==> config.mk <==
export PLATFORM = sky130hd
export DESIGN_NAME = mem_port_arbiter
export DESIGN_NICKNAME = d
export VERILOG_FILES = /design/src/rtl/mem_port_arbiter.sv
export SDC_FILE = /design/constraint.sdc
export NUM_CORES = 1
export LEC_CHECK = 0
export ABC_AREA = 1
export BUFFER_PORTS_ARGS = -buffer_cell sky130_fd_sc_hd__buf_2
export CAP_MARGIN = 20
export CORE_MARGIN = 3
export CORE_UTILIZATION = 48
export CTS_BUF_LIST = sky130_fd_sc_hd__clkbuf_4 sky130_fd_sc_hd__clkbuf_8
export DETAILED_ROUTE_END_ITERATION = 6
export PLACE_DENSITY = 0.82
export SLEW_MARGIN = 20
export SYNTH_ARGS = -nofsm -noshare
export SYNTH_HDL_FRONTEND = slang
export SYNTH_SLANG_ARGS = --single-unit
==> constraint.sdc <==
create_clock -name clk -period 1.7 [get_ports clk]
set_input_delay 0.34 -clock clk [delete_from_list [all_inputs] [get_ports clk]]
set_output_delay 0.34 -clock clk [all_outputs]
set_load 0.01 [all_outputs]
==> src/rtl/mem_port_arbiter.sv <==
// Shares one word-wide memory port between instruction fetch and the data cache.
// Define MEM_ARB_ROUND_ROBIN_EN for round-robin tie-breaking; otherwise data has fixed priority.
module mem_port_arbiter #(
    parameter int unsigned MEM_LATENCY = 4
) (
    input  logic             clk,
    input  logic             rst_b,
    input  logic             d_req,
    input  logic             d_we,
    input  logic [31:0]      d_addr,
    input  logic [0:3][7:0]  d_wdata,
    output logic [0:3][7:0]  d_rdata,
    output logic             d_done,
    input  logic             i_req,
    input  logic [31:0]      i_addr,
    output logic [31:0]      i_rdata,
    output logic             i_done,
    output logic [31:0]      mem_addr,
    output logic [0:3][7:0]  mem_data_in,
    output logic             mem_write_en,
    input  logic [0:3][7:0]  mem_data_out,
    output logic             busy
);

    localparam int unsigned CNT_W = 4;

    localparam logic [1:0] ST_IDLE   = 2'd0;
    localparam logic [1:0] ST_ACCESS = 2'd1;
    localparam logic [1:0] ST_DONE   = 2'd2;

    localparam logic OWN_D = 1'b0;
    localparam logic OWN_I = 1'b1;

    logic [1:0]       state;
    logic [1:0]       state_next;
    logic             owner;
    logic             we_q;
    logic [CNT_W-1:0] cnt;
    logic             grant_c;
    logic             win_c;

`ifdef MEM_ARB_ROUND_ROBIN_EN
    logic             last;
`endif

    // State register
    always_ff @(posedge clk or negedge rst_b) begin
        if (!rst_b) begin
            state <= ST_IDLE;
        end else begin
            state <= state_next;
        end
    end

    // Next state and grant decision
    always_comb begin
        state_next = state;
        grant_c    = 1'b0;
        win_c      = OWN_D;
        case (state)
            ST_IDLE: begin
                if (d_req || i_req) begin
                    grant_c    = 1'b1;
                    state_next = ST_ACCESS;
`ifdef MEM_ARB_ROUND_ROBIN_EN
                    if (d_req && i_req) begin
                        win_c = (last == OWN_D) ? OWN_I : OWN_D;
                    end else begin
                        win_c = d_req ? OWN_D : OWN_I;
                    end
`else
                    win_c = d_req ? OWN_D : OWN_I;
`endif
                end
            end
            ST_ACCESS: begin
                if (cnt == CNT_W'(0)) begin
                    state_next = ST_DONE;
                end
            end
            ST_DONE: begin
                state_next = ST_IDLE;
            end
            default: begin
                state_next = ST_IDLE;
            end
        endcase
    end

    // Request latch, memory drive, read capture and completion pulses
    always_ff @(posedge clk or negedge rst_b) begin
        if (!rst_b) begin
            owner        <= OWN_D;
            we_q         <= 1'b0;
            cnt          <= CNT_W'(0);
            mem_addr     <= 32'h0;
            mem_data_in  <= '0;
            mem_write_en <= 1'b0;
            d_rdata      <= '0;
            i_rdata      <= 32'h0;
            d_done       <= 1'b0;
            i_done       <= 1'b0;
            busy         <= 1'b0;
        end else begin
            d_done       <= 1'b0;
            i_done       <= 1'b0;
            mem_write_en <= 1'b0;
            busy         <= (state_next != ST_IDLE);

            if (grant_c) begin
                owner <= win_c;
                cnt   <= CNT_W'(MEM_LATENCY - 1);
                if (win_c == OWN_D) begin
                    we_q         <= d_we;
                    mem_addr     <= d_addr;
                    mem_data_in  <= d_wdata;
                    // strobe only covers the first access cycle
                    mem_write_en <= d_we;
                end else begin
                    we_q     <= 1'b0;
                    mem_addr <= i_addr;
                end
            end

            if (state == ST_ACCESS) begin
                if (cnt == CNT_W'(0)) begin
                    if (owner == OWN_D) begin
                        d_done <= 1'b1;
                        if (!we_q) begin
                            d_rdata <= mem_data_out;
                        end
                    end else begin
                        i_done  <= 1'b1;
                        i_rdata <= mem_data_out;
                    end
                end else begin
                    cnt <= cnt - CNT_W'(1);
                end
            end
        end
    end

`ifdef MEM_ARB_ROUND_ROBIN_EN
    // Most recent grant winner, starts as fetch so the first tie goes to data
    always_ff @(posedge clk or negedge rst_b) begin
        if (!rst_b) begin
            last <= OWN_I;
        end else if (grant_c) begin
            last <= win_c;
        end
    end
`endif

endmodule

Word level (Yosys, flattened, before mapping):

Cells that the tools add are included.

* bits in registers: 140
* input port bits: 133
* word-level logic and storage cells: 50

* $add $sub $neg: 1
* eq/ne operators: 1
* mux-type cells: 20
* bitwise logic cells: 3
* reductions and logical operators: 7

Operator list (number)
* 32-bit two-way mux: 1
* 1-bit two-way mux: 13
* 4-bit two-way mux: 3
* 4-bit zero test: 1
* 2-bit two-way mux: 2
* 2-bit case mux with 2 select lines: 1
* 4-bit AND reduction: 1
* 4-bit by 1-bit subtractor with 4-bit output, second input constant: 1
* 1-bit inverter: 3
* 3-bit AND reduction: 1
* 2-bit by 1-bit equality test with 1-bit output, second input constant: 1
* 2-bit zero test: 1
* 2-bit AND reduction: 1
* 2-bit nonzero test: 1
* 1-bit logical OR: 1

Depth between registers and ports, before layout:

Gate-level depths: netlist of the first run.

* word-level depth: 6
* mapped depth: 8
* gate-level depth less buffers: 7

Worst setup path before layout of the first run:

Ideal clock, no wire load.

* path type: register -> register
* start point: reg cnt[0]
* end point: reg d_rdata[10] (netlist bit)
* data arrival time: 1.260 ns
* slack: 0.324 ns
* cell stages (with the launch flop): 9
* period minus slack after synthesis: 1.376 ns
* cells stage by stage: dfrtp_1 inv_1 ha_1 nand2_4 nor2_8 nand2_4 buf_6 nand2_1 nand2_1

* word-level cells in the longest chain between the ends: 2

Ends and longest elaborated chain
* from (decl): line 38 `logic [CNT_W-1:0] cnt;`
* from (signal assigned): line 112 `cnt <= CNT_W'(MEM_LATENCY - 1);`
* from (signal assigned): line 137 `cnt <= cnt - CNT_W'(1);`
* 4-bit zero test: line 126 `if (cnt == CNT_W'(0)) begin`
* 4-bit AND reduction (no line)
* to (signal assigned): line 130 `d_rdata <= mem_data_out;`
* to (decl): line 12 `output logic [0:3][7:0] d_rdata,`

No other way between the ends.
A chain may end at the register's enable or synchronous reset.

Final worst setup path of the first run:

* start point: reg cnt[0]
* end point: reg i_rdata[29]

* word-level cells in the longest chain between the ends: 2

Ends and longest elaborated chain
* 4-bit zero test: line 126
* 3-bit AND reduction (no line)
* to (signal assigned): line 134 `i_rdata <= mem_data_out;`
* to (decl): line 16 `output logic [31:0] i_rdata,`

No other way between the ends.

==> flow_summary_export.csv, run 1 <==
group,metric,value,unit
run_status,status,"finished clean",
finish,fillCellCount,928,
synthesis,synth_flop_cell,"dfrtp_1",
finish,final_nets,1036,
synthesis,synth-adder-area-share,0.221,%
clocking,cts_buffer_depth,2,
placement,hpwl,11400,um
routing,drt-pass1-iter-count,6,
routing,drtIter0Drc,439,
power_and_ir_drop,internal-power,0.00884,W
grt,grt_pass1_wl,24300,um
die,fp.dieArea,13100,um2
power_and_ir_drop,pwr-share-comb,38.5,%
synthesis,netlist_area,5650,um2
worst_setup_path,critPathArrivalTime,1.92,ns
routing,vias,5163,
synthesis,synth-xor-area-share,0.155,%
clocking,cts_buffers,17,
clocking,cts_resized,0,
synthesis,syn_inst,637,
sta,finalSetupViolCount,0,
worst_setup_path,path_depth,7,
grt,grt_pass1_vias,4943,
synthesis,synthSimpleGateAreaFrac,32.5,%
synthesis,synth_compound_area_share,0.354,%
die,start_util,50.6,%
min_path,hold_path_depth,3,
synthesis,synth_edf_count,0,
die,rows,38,
clocking,h-tree-depth,4,
placement,gp_congestion,0.812,
worst_setup_path,cp_cell_sequence,"inv_1 > ha_1 > nand2_4 > nor2_8 > nand2_4 > nand2_1 > nand2_1",
finish,drive_gt1_share,35.3,%
clocking,cts_sinks,140,
sta,worst_hold_slack,0.0973,ns
finish,diodes,0,
worst_setup_path,end_kind,"flip-flop",
min_path,min_path_type,"input port to flip-flop",
clocking,path_clk_slew,0.09,ns
synthesis,synth_fp_nets,771,
synthesis,synth_warnings,0,
placement,dp_worst_setup_slack,0.0866,ns
clocking,clk_latency,0.43,ns
synthesis,synth.distinct_cells,21,
routing,drc,0,
finish,area_growth,33.6,%
worst_setup_path,timing_worst_setup_path_type,"flip-flop to flip-flop",
run,maxCapViolations,0,
sta,final.setup_skew,0.0158,ns
synthesis,avgSynthCellArea,8.87,um2
sta,tightest_slew,0.358,ns
grt,grt_start_max_net_pins,66,
synthesis,ys_seq_elements,140,
worst_setup_path,crit_required,2.01,ns
synthesis,synth.top_cells.by_area,"dfrtp_1 62%, nand2_1 24%, nand3_1 6.2%, buf_6 1.8%, buf_4 1.2%",
sta,layout_setup_ws,0.0983,ns
synthesis,yosysTopAreaCellShare,62.0,%
sta,rsz0062_at_grt,"yes",
die,chipWidth,115,um
power_and_ir_drop,seq_power_share,40.4,%
power_and_ir_drop,ir_drop,1.08,mV
worst_setup_path,cp_slowest_cell,"dfrtp_1",
routing,wirelength,15400,um
synthesis,synthArstFlopShare,100,%
die,core_area,11200,um2
power_and_ir_drop,p_leak,4.33,nW
grt,grt.total_usage,23.3,%
synthesis,synth_most_common_cell,"nand2_1",
power_and_ir_drop,cellPowerDensity,1930,nW/um2
clocking,cts_tree,"built",
die,die_y,115,um
power_and_ir_drop,p_sw_share,39.2,%
routing,ant_nets,0,
sta,max_freq,624,MHz
routing,post_drt_wl_per_cell,14.6,um
worst_setup_path,start_kind,"flip-flop",
routing,via_per_inst,4.89,
sta,hold_viol_final,0,
worst_setup_path,reg2reg_depth,7,
power_and_ir_drop,switchingPower,0.00571,W
sta,final_max_slew_viol_count,0,
grt,grt_overflow,0,
finish,fin_area,7550,um2
sta,max_slew_margin,76.1,%
synthesis,seq_area_frac_synth,62.0,%
worst_setup_path,cp_slowest_stage_delay,0.38,ns
worst_setup_path,critical_path_buf_inv_count,1,
placement,dpl_cell_area,7080,um2
placement,port_buffers,264,
grt,antenna_found_initial,0,
power_and_ir_drop,power_frac_clock,21.0,%
synthesis,synth_top_family_by_area,"simple AND/OR/NAND/NOR gates",
sta,fin_crit,1.60,ns
sta,fin_crit_sh,94.2,%
synthesis,ys_top_cells_by_count,"365 x nand2_1, 140 x dfrtp_1, 70 x nand3_1",
synthesis,synthMuxAreaShare,0,%
die,io_pins,265,
clocking,cts_root_buf,"clkbuf_8",
worst_setup_path,critPathMaxFanout,32,
synthesis,synth_top_area_cell,"dfrtp_1",
worst_setup_path,crit_family,"simple AND/OR/NAND/NOR gates",
[worst min-delay path: cells and delay by family]
kind / cells / cell delay, ns
buffers and inverters: 1 / 0.07
AND/OR/NAND/NOR: 2 / 0.08
[sequential cells by signal (all words and copies together), names as in the netlist]
register / count
d_rdata: 32
i_rdata: 32
mem_addr: 32
mem_data_in: 32
cnt: 4
state: 2
busy: 1
d_done: 1
i_done: 1
mem_write_en: 1
owner: 1
we_q: 1
[timing repair]
action / CTS / global route
endpoints found under the setup margin: 0 / 59
buffers inserted: 0 / 0
endpoints found under the hold margin: 19 / 0
hold buffers: 1 / 0
[cell type report]
cell class                 count  area, um2  area share [%]
sequential                   140       3500            46.4
multi-input combinational    455       1880            24.9
timing repair buffer         278       1500            19.8
clock buffer                  19        255            3.38
clock inverter                13        203            2.68
tap                          140        175            2.32
inverter                      10       37.5           0.497
[path summary, 6_finish.rpt]
kind	start	to	slack [ns]
worst max-delay path	cnt[0]$_DFF_PN0_	i_rdata[29]$_DFFE_PN0P_	0.1
worst min-delay path	d_wdata[8]	mem_data_in[8]$_DFFE_PN0P_	0.1
worst max register to register	cnt[0]$_DFF_PN0_	i_rdata[29]$_DFFE_PN0P_	0.1
worst min register to register	i_rdata[13]$_DFFE_PN0P_	i_rdata[13]$_DFFE_PN0P_	0.47
max in group asynchronous	rst_b	mem_data_in[7]$_DFFE_PN0P_	0.82
min in group asynchronous	rst_b	d_rdata[17]$_DFFE_PN0P_	0.32
[through the flow]
stage | instances | setup TNS, ns | total power, W | util, %
after global routing | 1055 | -1.70 | 0.0156 | 67.6
after CTS | 1055 | 0 | 0.0147 | 67.6
after global placement | 1022 | 0 | 0.0114 | 63.4
final | 1055 | 0 | 0.0145 | 67.6
after floorplan | 637 | 0 | 0.00907 | -
after detailed placement | 1022 | 0 | 0.0116 | 63.4
[layer usage]
layer	share of wire, %	vias to the layer above	GRT usage [%]
li1	-	2509	-
met1	39	2367	29.4
met2	50	271	39.5
met3	9.5	16	5.87
met4	1.0	0	6.81
met5	0	-	0
[kinds of logic after synthesis]
kind of cell | after synthesis
simple gates | 449
flops | 140
buf+inv | 42
compound gates | 4
xor+xnor | 1
fa+ha+maj | 1
[power groups by stage]
stage	logic (W)	registers, W	clock network (W)
finish	0.00561	0.00588	0.00306
global route	0.00629	0.00607	0.00325
CTS	0.00571	0.00588	0.00311
detailed placement	0.00572	0.00590	0
global placement	0.00550	0.00588	0
floorplan	0.00251	0.00656	0
[placed cells by master, fill, tap and decap left out, drive strengths merged]
cell,instances
clkinvlp,3
a21oi,1
nor2,8
dfrtp,140
ha,1
nand3,70
nor3,1
clkbuf,19
buf,277
nand2,370
o21ai,3
bufinv,4
dlygate4sd3,1
xnor2,1
inv,16
No activity file was read; power rests on OpenSTA's default activity.
==> inputs of run 2 (changes only) <==
==> constraint.sdc (replaced) <==
create_clock -name clk -period 1.7 [get_ports clk]
set_input_delay 0.255 -clock clk [delete_from_list [all_inputs] [get_ports clk]]
set_output_delay 0.255 -clock clk [all_outputs]
set_load 0.01 [all_outputs]
==> run 2 against run 1 <==
  * First-iteration DRC count is 3.0% lower
  * Wire length rose by 0.25%
  * Worst hold slack got worse by 0.068 ns
  * Combinational power up 2%
  * Critical path depth unchanged
  * Clock power down 14%
  * Global-route usage up 0.65 points
  * Critical path type unchanged
  * Core utilization increased by 1.0 points
  * Clock-buffer cell count grew 2
==> flow_summary_export.csv, run 2 (synthesis results as in run 1) <==
group,metric,value,unit
finish,drive_gt1_share,34.7,%
worst_setup_path,cp_slowest_stage_delay,0.37,ns
placement,dpl_cell_area,7090,um2
clocking,cts_buffers,17,
min_path,hold_path_depth,3,
routing,drt-pass1-iter-count,5,
power_and_ir_drop,seq_power_share,41.5,%
worst_setup_path,crit_required,2.06,ns
min_path,min-delay-start,"d_wdata[28]",
grt,grt_overflow,0,
sta,finalSetupViolCount,0,
routing,drtIter0Drc,426,
sta,rsz0062_at_grt,"no",
sta,max_freq,638,MHz
sta,fin_crit,1.57,ns
clocking,h-tree-depth,4,
power_and_ir_drop,power_frac_clock,18.5,%
sta,final_max_slew_viol_count,0,
grt,grt_start_max_net_pins,66,
clocking,path_clk_slew,0.07,ns
clocking,cts_buffer_depth,2,
power_and_ir_drop,p_sw_share,39.5,%
power_and_ir_drop,cellPowerDensity,1860,nW/um2
run_status,status,"finished clean",
worst_setup_path,end_kind,"flip-flop",
finish,fillCellCount,880,
sta,final.setup_skew,0.00881,ns
die,fp.dieArea,13100,um2
worst_setup_path,critPathArrivalTime,1.93,ns
finish,layout_commonest_cell,"nand2_1",
grt,antenna_found_initial,1,
routing,vias,5239,
worst_setup_path,timing_worst_setup_path_type,"flip-flop to flip-flop",
grt,grt.total_usage,23.9,%
finish,final_nets,1051,
min_path,holdPathEnd,"mem_data_in[28]$_DFFE_PN0P_",
placement,hpwl,11100,um
power_and_ir_drop,pwr-share-comb,40.1,%
die,die_y,115,um
placement,port_buffers,264,
power_and_ir_drop,switchingPower,0.00562,W
finish,diodes,0,
worst_setup_path,cp_cell_sequence,"inv_1 > ha_1 > nand2_4 > nor2_8 > buf_4 > nand3_1 > nand2_1",
die,io_pins,265,
die,rows,38,
worst_setup_path,critPathMaxFanout,13,
routing,ant_nets,0,
clocking,cts_sinks,140,
worst_setup_path,critical_path_buf_inv_count,2,
worst_setup_path,r2r_end,"d_rdata[13]$_DFFE_PN0P_",
finish,area_growth,35.7,%
routing,via_per_inst,4.90,
worst_setup_path,r2r_setup_slack,0.13,ns
routing,post_drt_wl_per_cell,14.4,um
routing,drc,0,
grt,grt_pass1_wl,24700,um
grt,grt_pass1_vias,5168,
sta,tightest_slew,0.402,ns
sta,fin_crit_sh,92.1,%
power_and_ir_drop,p_leak,4.36,nW
sta,fin_setup_tns,0,ns
run,maxCapViolations,0,
clocking,cts_root_buf,"clkbuf_8",
worst_setup_path,start_kind,"flip-flop",
min_path,min_path_type,"input port to flip-flop",
die,start_util,50.6,%
sta,max_slew_margin,73.2,%
die,chipWidth,115,um
sta,hold_viol_final,0,
placement,gp_congestion,0.847,
finish,fin_area,7670,um2
worst_setup_path,cp_slowest_cell,"dfrtp_1",
clocking,clk_latency,0.42,ns
worst_setup_path,crit_family,"simple AND/OR/NAND/NOR gates",
routing,wirelength,15400,um
power_and_ir_drop,internal-power,0.00860,W
die,core_area,11200,um2
finish,final_cell_mix,"365 x nand2_1, 263 x buf_2, 140 x dfrtp_1",
power_and_ir_drop,ir_drop,1.12,mV
clocking,cts_tree,"built",
worst_setup_path,reg2reg_depth,7,
worst_setup_path,r2r_start,"cnt[0]$_DFF_PN0_",
-- run 2: power by group through the flow --
| stage | registers, W | logic [W] | clock network [W] |
|---|---|---|---|
| after floorplan | 0.00656 | 0.00251 | 0 |
| after global placement | 0.00587 | 0.00551 | 0 |
| after detailed placement | 0.00589 | 0.00573 | 0 |
| after CTS | 0.00588 | 0.00575 | 0.00269 |
| after global routing | 0.00609 | 0.00638 | 0.00283 |
| final | 0.00590 | 0.00570 | 0.00263 |
-- run 2: final cells by class --
class | count | area, um2 | share of cell area [%]
inverter | 10 | 37.5 | 0.490
timing repair buffer | 293 | 1660 | 21.7
tap | 140 | 175 | 2.28
sequential | 140 | 3500 | 45.7
multi-input combinational | 455 | 1900 | 24.8
clock buffer | 21 | 277 | 3.61
clock inverter | 10 | 116 | 1.52
-- run 2: worst max path at each step --
stage / slack, ns / depth (start not counted) / from / end
global route: 0.008 / 7 / cnt[0]$_DFF_PN0_ / d_rdata[13]$_DFFE_PN0P_
floorplan: 0.32 / 8 / cnt[0]$_DFF_PN0_ / d_rdata[10]$_DFFE_PN0P_
CTS: 0.06 / 7 / cnt[0]$_DFF_PN0_ / i_rdata[15]$_DFFE_PN0P_
detailed placement: 0.07 / 7 / cnt[0]$_DFF_PN0_ / i_rdata[27]$_DFFE_PN0P_
global placement: 0.16 / 7 / cnt[0]$_DFF_PN0_ / i_rdata[6]$_DFFE_PN0P_
finish: 0.13 / 7 / cnt[0]$_DFF_PN0_ / d_rdata[13]$_DFFE_PN0P_
-- run 2: layer usage --
metal | wire length (um) | GRT usage (%) | share of wire, % | vias to the layer above
met5 | 7 | 0 | 0.045 | -
met4 | 278 | 7.68 | 1.8 | 2
met3 | 1350 | 7.19 | 8.7 | 25
met2 | 7630 | 40.1 | 50 | 240
met1 | 6140 | 29.6 | 40 | 2438
li1 | - | - | - | 2534
-- run 2: stage by stage --
| stage | worst slack, ns | cells | util, % | hold WS (ns) | total power (W) |
|---|---|---|---|---|---|
| 2_1_floorplan | 0.324 | 637 | - | -0.0406 | 0.00907 |
| 3_3_place_gp | 0.156 | 1021 | 63.4 | 0.196 | 0.0114 |
| 3_5_place_dp | 0.0709 | 1021 | 63.4 | 0.196 | 0.0116 |
| 4_1_cts | 0.0566 | 1068 | 68.4 | 0.00235 | 0.0143 |
| 5_1_grt | 0.00765 | 1069 | 68.6 | 0.00527 | 0.0153 |
| 6_report | 0.134 | 1069 | 68.6 | 0.0296 | 0.0142 |
-- run 2: repair_timing --
action / in CTS / in global routing
hold buffers: 16 / 0
endpoints found under the setup margin: 0 / 64
hold endpoints to repair: 53 / 0
gates resized for setup: 0 / 2
buffers inserted: 0 / 1
-- run 2: tightest hold or removal path: stages --
cell	delay [ns]
buf_2	0.07
nand2_1	0.04
nand2_1	0.05
==> inputs of run 3 (changes only) <==
--- a/config.mk
+++ b/config.mk
@@ -12,7 +12,7 @@
 export CORE_UTILIZATION = 48
 export CTS_BUF_LIST = sky130_fd_sc_hd__clkbuf_4 sky130_fd_sc_hd__clkbuf_8
 export DETAILED_ROUTE_END_ITERATION = 6
-export PLACE_DENSITY = 0.82
+export PLACE_DENSITY = 0.85
 export SLEW_MARGIN = 20
 export SYNTH_ARGS = -nofsm -noshare
 export SYNTH_HDL_FRONTEND = slang
==> run 3 against run 2 <==
  * Non-clock buffer count decreased by 13
  * Die area stayed put
  * Global-route usage up 0.72 points
  * Clock-buffer cell count decreased by 2
  * Via count down 0.29%
  * Critical path type unchanged
==> flow_summary_export.csv, run 3 (synthesis results as in run 1) <==
group,metric,value,unit
finish,final_cell_mix,"365 x nand2_1, 263 x buf_2, 140 x dfrtp_1",
routing,drt-pass1-iter-count,5,
sta,fin_crit_sh,91.2,%
routing,ant_nets,0,
run,maxCapViolations,0,
finish,layout_commonest_cell,"nand2_1",
worst_setup_path,r2r_end,"i_rdata[12]$_DFFE_PN0P_",
grt,grt_overflow,0,
worst_setup_path,timing_worst_setup_path_type,"flip-flop to flip-flop",
power_and_ir_drop,ir_drop,1.27,mV
finish,area_growth,33.6,%
clocking,clk_latency,0.42,ns
sta,final.setup_skew,0.0181,ns
worst_setup_path,r2r_start,"cnt[0]$_DFF_PN0_",
sta,final_max_slew_viol_count,0,
power_and_ir_drop,p_leak,4.31,nW
worst_setup_path,crit_required,2.01,ns
die,rows,38,
clocking,cts_buffer_depth,2,
sta,finalSetupViolCount,0,
routing,vias,5224,
placement,port_buffers,264,
clocking,cts_sinks,140,
die,io_pins,265,
clocking,cts_buffers,17,
min_path,min-delay-start,"d_wdata[30]",
routing,wirelength,15800,um
grt,grt_pass1_wl,25400,um
routing,post_drt_wl_per_cell,15.0,um
die,die_y,115,um
grt,grt_pass1_vias,5240,
sta,fin_crit,1.55,ns
placement,hpwl,11900,um
finish,multiInputGateArea,1900,um2
clocking,cts_tree,"built",
routing,via_per_inst,4.94,
sta,layout_setup_ws,0.149,ns
sta,hold_viol_final,0,
die,fp.dieArea,13100,um2
worst_setup_path,crit_family,"simple AND/OR/NAND/NOR gates",
grt,grt_start_max_net_pins,41,
min_path,min_path_type,"input port to flip-flop",
worst_setup_path,cp_slowest_stage_delay,0.38,ns
run_status,status,"finished clean",
finish,fillCellCount,863,
worst_setup_path,critPathArrivalTime,1.86,ns
grt,grt.total_usage,24.6,%
clocking,cts_root_buf,"clkbuf_8",
routing,drtIter0Drc,425,
finish,seq_area,3500,um2
sta,max_freq,645,MHz
placement,dp_worst_setup_slack,0.0576,ns
placement,gp_congestion,0.852,
sta,max_slew_margin,74.0,%
worst_setup_path,cp_slowest_cell,"dfrtp_1",
worst_setup_path,critical_path_buf_inv_count,1,
power_and_ir_drop,cellPowerDensity,1890,nW/um2
finish,final_nets,1038,
min_path,hold_path_depth,3,
worst_setup_path,critPathMaxFanout,32,
finish,final_util,67.6,%
die,core_area,11200,um2
sta,tightest_slew,0.391,ns
worst_setup_path,cpMostUsedCell,"nand2_1",
finish,diodes,0,
die,chipWidth,115,um
min_path,holdPathEnd,"mem_data_in[30]$_DFFE_PN0P_",
grt,antenna_found_initial,0,
die,start_util,50.6,%
worst_setup_path,reg2reg_depth,7,
worst_setup_path,r2r_setup_slack,0.15,ns
worst_setup_path,start_kind,"flip-flop",
clocking,h-tree-depth,4,
clocking,path_clk_slew,0.08,ns
routing,drc,0,
worst_setup_path,cp_cell_sequence,"inv_1 > ha_2 > nand2_4 > nor2_8 > nand2_8 > nand2_1 > nand2_1",
finish,drive_gt1_share,35.6,%
worst_setup_path,end_kind,"flip-flop",
## run 3: worst min-delay path: cells and delay by family
kind,cells,cell delay [ns]
buf+inv,1,0.07
simple gates,2,0.08
## run 3: per-stage QoR
step / hold WS (ns) / cell area [um2] / setup TNS (ns) / std cells / power [W]
2_1_floorplan: -0.0406 / 5650 / 0 / 637 / 0.00907
3_3_place_gp: 0.194 / 7120 / 0 / 1023 / 0.0115
3_5_place_dp: 0.193 / 7120 / 0 / 1023 / 0.0117
4_1_cts: 0.00307 / 7520 / 0 / 1056 / 0.0144
5_1_grt: 0.00398 / 7550 / -0.0370 / 1057 / 0.0154
6_report: 0.0251 / 7550 / 0 / 1057 / 0.0143
## run 3: metal layers
layer | vias up | track usage, % | part of all wire (%)
met5 | - | 0 | 0
met4 | 0 | 10.9 | 3.8
met3 | 33 | 8.35 | 9.8
met2 | 272 | 39.8 | 48
met1 | 2410 | 30.0 | 38
li1 | 2509 | - | -
## run 3: area by class of cell
class                   instances  share of cell area [%]
clock inverters                13                    1.84
clock buffers                  19                    3.38
repair buffers                280                    20.4
multi-input cells             455                    25.2
well taps                     140                    2.32
inverters                      10                   0.497
flip-flops and latches        140                    46.4
## run 3: worst max-delay path by stage
stage | depth (start not counted) | endpoint | start
floorplan | 8 | d_rdata[10]$_DFFE_PN0P_ | cnt[0]$_DFF_PN0_
global placement | 7 | i_rdata[12]$_DFFE_PN0P_ | cnt[0]$_DFF_PN0_
detailed placement | 7 | i_rdata[26]$_DFFE_PN0P_ | cnt[0]$_DFF_PN0_
CTS | 7 | i_rdata[12]$_DFFE_PN0P_ | cnt[0]$_DFF_PN0_
global route | 7 | i_rdata[24]$_DFFE_PN0P_ | cnt[0]$_DFF_PN0_
finish | 7 | i_rdata[12]$_DFFE_PN0P_ | cnt[0]$_DFF_PN0_
## run 3: what timing repair did
| item | 4_1_cts | 5_1_grt |
|---|---|---|
| resized for setup | 0 | 3 |
| setup endpoints to repair | 0 | 64 |
| setup buffers | 0 | 1 |
| endpoints found under the hold margin | 36 | 0 |
| hold buffers | 1 | 0 |
## run 3: power breakdown
part | internal (W) | total (W) | leakage [nW] | switching, W
logic | 0.00226 | 0.00580 | 2.41 | 0.00354
clock network | 0.00137 | 0.00265 | 0.200 | 0.00128
registers | 0.00495 | 0.00585 | 1.70 | 0.000897
total | 0.00858 | 0.0143 | 4.31 | 0.00571
